## src/rtl/seg_frame_scan.sv

```systemverilog
// seg_frame_scan: tear-free multiplexed NDIG-digit 7-segment scanner with inter-digit blanking
module seg_frame_scan #(
   parameter int DIV   = 50000,
   parameter int BLANK = 1000,
   parameter int NDIG  = 8
) (
   input  logic        clk,
   input  logic        clr,
   input  logic [31:0] data_in,
   input  logic        load,
   input  logic [7:0]  en,
   output logic [6:0]  seg,
   output logic [7:0]  sel,
   output logic        busy,
   output logic        frame_end
);
   localparam int CW = (DIV > 1) ? $clog2(DIV) : 1;
   localparam logic [CW-1:0] CNT_LAST = CW'(DIV - 1);
   localparam logic [CW-1:0] BLK_LAST = CW'((BLANK > 0) ? BLANK - 1 : 0);
   localparam logic [2:0] IDX_LAST = 3'(NDIG - 1);
   // segment patterns {g,f,e,d,c,b,a}, active-low; nibble 0 in the lowest 7 bits
   localparam logic [111:0] DEC = {7'h0E, 7'h06, 7'h21, 7'h46, 7'h03, 7'h08, 7'h10, 7'h00,
                                   7'h78, 7'h02, 7'h12, 7'h19, 7'h30, 7'h24, 7'h79, 7'h40};

   typedef enum logic {S_BLANK, S_SHOW} state_t;
   // with no blanking the scan lives in S_SHOW from reset onwards
   localparam state_t S_RST = (BLANK > 0) ? S_BLANK : S_SHOW;

   state_t         state_q;
   logic [CW-1:0]  cnt_q, cnt_d;
   logic [2:0]     idx_q, idx_d;
   logic [31:0]    disp_q, disp_d, pend_q, pend_d;
   logic           busy_q, busy_d;
   logic [6:0]     seg_q;
   logic [7:0]     sel_q;
   logic           cnt_last, show;
   logic [3:0]     nib;

   // slot/digit counters, frame boundary and the shadow-register handshake
   always_comb begin
      cnt_last  = cnt_q == CNT_LAST;
      cnt_d     = cnt_last ? '0 : cnt_q + 1'b1;
      idx_d     = cnt_last ? ((idx_q == IDX_LAST) ? 3'd0 : idx_q + 3'd1) : idx_q;
      frame_end = cnt_last && (idx_q == IDX_LAST);
      disp_d    = (load && frame_end) ? data_in : ((frame_end && busy_q) ? pend_q : disp_q);
      pend_d    = load ? data_in : pend_q;
      busy_d    = frame_end ? 1'b0 : (load | busy_q);
      nib       = disp_q[{idx_q, 2'b00} +: 4];
      show      = (state_q == S_SHOW) && en[idx_q];
   end

   // counter and data registers
   always_ff @(posedge clk) begin
      if (clr) begin
         cnt_q  <= '0;
         idx_q  <= '0;
         disp_q <= '0;
         pend_q <= '0;
         busy_q <= 1'b0;
      end else begin
         cnt_q  <= cnt_d;
         idx_q  <= idx_d;
         disp_q <= disp_d;
         pend_q <= pend_d;
         busy_q <= busy_d;
      end
   end

   // blank/show FSM with registered segment and anode drivers taken from the pre-edge state
   always_ff @(posedge clk) begin
      if (clr) begin
         state_q <= S_RST;
         seg_q   <= 7'h7F;
         sel_q   <= 8'hFF;
      end else begin
         if (state_q == S_BLANK && cnt_q == BLK_LAST)
            state_q <= S_SHOW;
         else if (state_q == S_SHOW && cnt_last && BLANK > 0)
            state_q <= S_BLANK;
         seg_q <= show ? DEC[nib * 7 +: 7] : 7'h7F;
         sel_q <= show ? ~(8'b1 << idx_q) : 8'hFF;
      end
   end

   assign seg  = seg_q;
   assign sel  = sel_q;
   assign busy = busy_q;
endmodule

```

## config.mk

```make
export PLATFORM = sky130hd
export DESIGN_NAME = seg_frame_scan
export DESIGN_NICKNAME = d
export VERILOG_FILES = /design/src/rtl/seg_frame_scan.sv
export SDC_FILE = /design/constraint.sdc
export NUM_CORES = 1
export LEC_CHECK = 0
export CAP_MARGIN = 20
export CORE_MARGIN = 3
export CORE_UTILIZATION = 48
export CTS_BUF_LIST = sky130_fd_sc_hd__clkbuf_4
export DETAILED_ROUTE_END_ITERATION = 16
export DONT_BUFFER_PORTS = 1
export PLACE_DENSITY = 0.73
export RECOVER_POWER = 25
export SKIP_LAST_GASP = 1
export SLEW_MARGIN = 20
export SYNTH_ARGS = -nofsm -noshare
export SYNTH_HDL_FRONTEND = slang
export SYNTH_SLANG_ARGS = --single-unit
```

## constraint.sdc

```tcl
create_clock -name clk -period 3.5 [get_ports clk]
set_input_delay 1.05 -clock clk [delete_from_list [all_inputs] [get_ports clk]]
set_output_delay 1.05 -clock clk [all_outputs]
set_load 0.01 [all_outputs]
```

==> impl_metrics.tcl <==
set metrics [dict create \
    tns_ns 0 \
    wl_per_cell_um 15.3 \
    peakVddDrop_uv 206 \
    slew_headroom 0.641 \
    p_per_area_mw_per_mm2 418 \
    fp-row-count 33 \
    ctsHoldBuffers 0 \
    path_class "flop to output pin" \
    regArea_mm2 0.00200 \
    grt_overflow 0 \
    cts.path.max_buffers 2 \
    setup_viol 0 \
    first_global_vias 2975 \
    die_width_um 101 \
    cp.required_ns 2.45 \
    die_height_um 101 \
    wl_um 8250 \
    synth-seq-cells 100 \
    drt-met1-wl_um 3840 \
    synth_top_family_by_area "simple AND/OR/NAND/NOR gates" \
    synth_top_area_cell "dfxtp_1" \
    io_pins 60 \
    cts_setup_buffers 0 \
    routed-wl-met2_um 3680 \
    period_minus_slack_ns 3.18 \
    yosysWarnings 0 \
    detail_route.first_pass.iterations 5 \
    grt_setup_unrepaired "false" \
    ys_seq_area_frac 0.463 \
    cts-resized-gates 0 \
    synth_top_area_share 0.463 \
    drc_errors 0 \
    grt_use_total 0.173 \
    yosys.area_share.adder 0.0376 \
    critPathLaunchType "flop" \
    ys_top_cells_by_area "dfxtp_1 (46%), mux2i_1 (9.0%), nor2_1 (7.9%)" \
    power_mw 1.89 \
    synth-edff-count 0 \
    multi_input_area_mm2 0.00215 \
    antenna_found_initial 0 \
    root_buffer "clkbuf_4" \
    globalplace.congestion 0.880 \
    skew_ns 0.0181 \
    muxShareOfSynthArea 0.140 \
    critPathArrivalTime_ns 2.13 \
    ys.flop_type "dfxtp_1" \
    end_kind "output pin" \
    synthToLayoutAreaGrowth_pct 4.57 \
    clock_latency_ns 0.43 \
    io_buffers 0 \
    initial_core_util 0.511 \
    max-cap-violations 0 \
    synth_area_per_cell_um2 9.78 \
    hold_viol 0 \
    synth_compound_area_frac 0.133 \
    synth_cell_types 40 \
    clk_pin_slew_ns 0.14 \
    synth_nets 498 \
    via_count 3021 \
    nFillCells 763 \
    cts_max_level 3 \
    postSynth.asyncResetShare 0 \
    antenna_left 0 \
    top_layer_used "met4" \
    worst_slew_pin_slew_ns 0.536 \
    vias_per_cell 5.62 \
    syn_area_mm2 0.00432 \
    cts_made_buffers 9 \
    cts.sinks 100 \
    fmax_mhz 315 \
    reg2reg_slack_ns 0.89 \
    grt_start_max_net_pins 73 \
    cp_max_fo 6 \
    synth_simple_gate_area_frac 0.157 \
    synth_cells 442 \
    diodes 0 \
    nNetsFinal 485 \
    slew_viol_final 0 \
    power_leakage_nw 1.69 \
    routed-wl-met3_um 633 \
    synth.most_common_cell "dfxtp_1" \
    grt_pass1_wl_um 14300 \
    hold_class "flop to flop" \
    synth_xor_area_frac 0.0284 \
    hpwlAfterDp_um 5900 \
    post-route-period-util 0.908 \
    die_area_mm2 0.0102 \
    status "finished clean" \
    core_mm2 0.00846 \
    drive_gt1_frac 0.0947 \
    cts_tree "yes" \
    drt_iter0_drc 111 \
    synth_common_cells "dfxtp_1 (100), nor2_1 (91), mux2i_1 (39), a22o_1 (22), nand2_1 (22)" \
]
-- cell usage in the layout (no fill, tap or decap), types with 5 or more instances in the layout --
cell type | netlist | layout
clkbuf_4 | 0 | 10
o221ai_1 | 5 | 5
inv_1 | 11 | 11
nand2_1 | 22 | 22
mux4_2 | 8 | 8
xnor2_1 | 10 | 10
a21oi_1 | 5 | 5
a22oi_1 | 18 | 18
nor3_1 | 8 | 7
a22o_1 | 22 | 22
mux2i_1 | 39 | 39
dfxtp_1 | 100 | 100
nand3_1 | 7 | 7
nor2_1 | 91 | 91
ha_1 | 13 | 13
buf_4 | 0 | 6
a211oi_1 | 14 | 14
-- report_power, final --
group | switching (mW) | leakage (nW) | total, mW | internal [mW]
Combinational | 0.0320 | 0.797 | 0.0737 | 0.0418
Clock | 0.348 | 0.0819 | 0.641 | 0.293
Sequential | 0.0121 | 0.813 | 1.18 | 1.16
Total | 0.393 | 1.69 | 1.89 | 1.50
-- area by class of cell --
type	count	share of cell area
Tap cell	105	0.0291
Multi-Input combinational cell	300	0.475
Sequential cell	100	0.443
Inverter	12	0.00996
Clock buffer	10	0.0166
Clock inverter	5	0.0169
Timing Repair Buffer	6	0.00996
-- per-layer routing --
metal | track usage | vias up
met5 | 0 | -
met4 | 0.0429 | 0
met3 | 0.0637 | 10
met2 | 0.262 | 74
met1 | 0.236 | 1405
li1 | - | 1532
-- registers in the layout (all words and copies together), names as in the netlist --
signal,count
busy,1
cnt_q,16
disp_q,32
idx_q,3
pend_q,32
seg,7
sel,8
state_q,1
-- critical path, stage by stage (launching register included) --
cell     delay, ns
dfxtp_1       0.38
ha_1          0.24
nand4_1       0.14
or4_4         0.56
nor3_2        0.36
-- cells by family after synthesis --
family,count (synthesis)
muxes,50
xor gates and xnor gates,14
DFF,100
AOI/OAI and AO/OA,73
adders and majority gates,13
buffers and inverters,42
and+or+nand+nor,150
-- per-stage QoR --
| stage | hold slack [ns] | instance area [um2] | utilization | std cells | worst slack, ns |
|---|---|---|---|---|---|
| 5_1_grt | 0.486 | 4520 | 0.534 | 538 | 0.172 |
| 6_report | 0.464 | 4520 | 0.534 | 538 | 0.323 |
| 4_1_cts | 0.465 | 4520 | 0.534 | 538 | 0.298 |
| 3_3_place_gp | 0.431 | 4370 | 0.516 | 523 | 0.862 |
| 2_1_floorplan | 0.418 | 4320 | - | 442 | 0.668 |
| 3_5_place_dp | 0.439 | 4370 | 0.516 | 523 | 0.811 |
-- final timing paths --
kind                    startpoint                  end  depth (start not counted)
max            cnt_q[0]$_SDFF_PP0_            frame_end                          4
min            cnt_q[0]$_SDFF_PP0_  cnt_q[0]$_SDFF_PP0_                          1
min reg2reg    cnt_q[0]$_SDFF_PP0_  cnt_q[0]$_SDFF_PP0_                          1
max reg2reg  idx_q[0]$_SDFFE_PP0P_    seg[3]$_SDFF_PP1_                          8
Power figures use the tool's default switching activity.
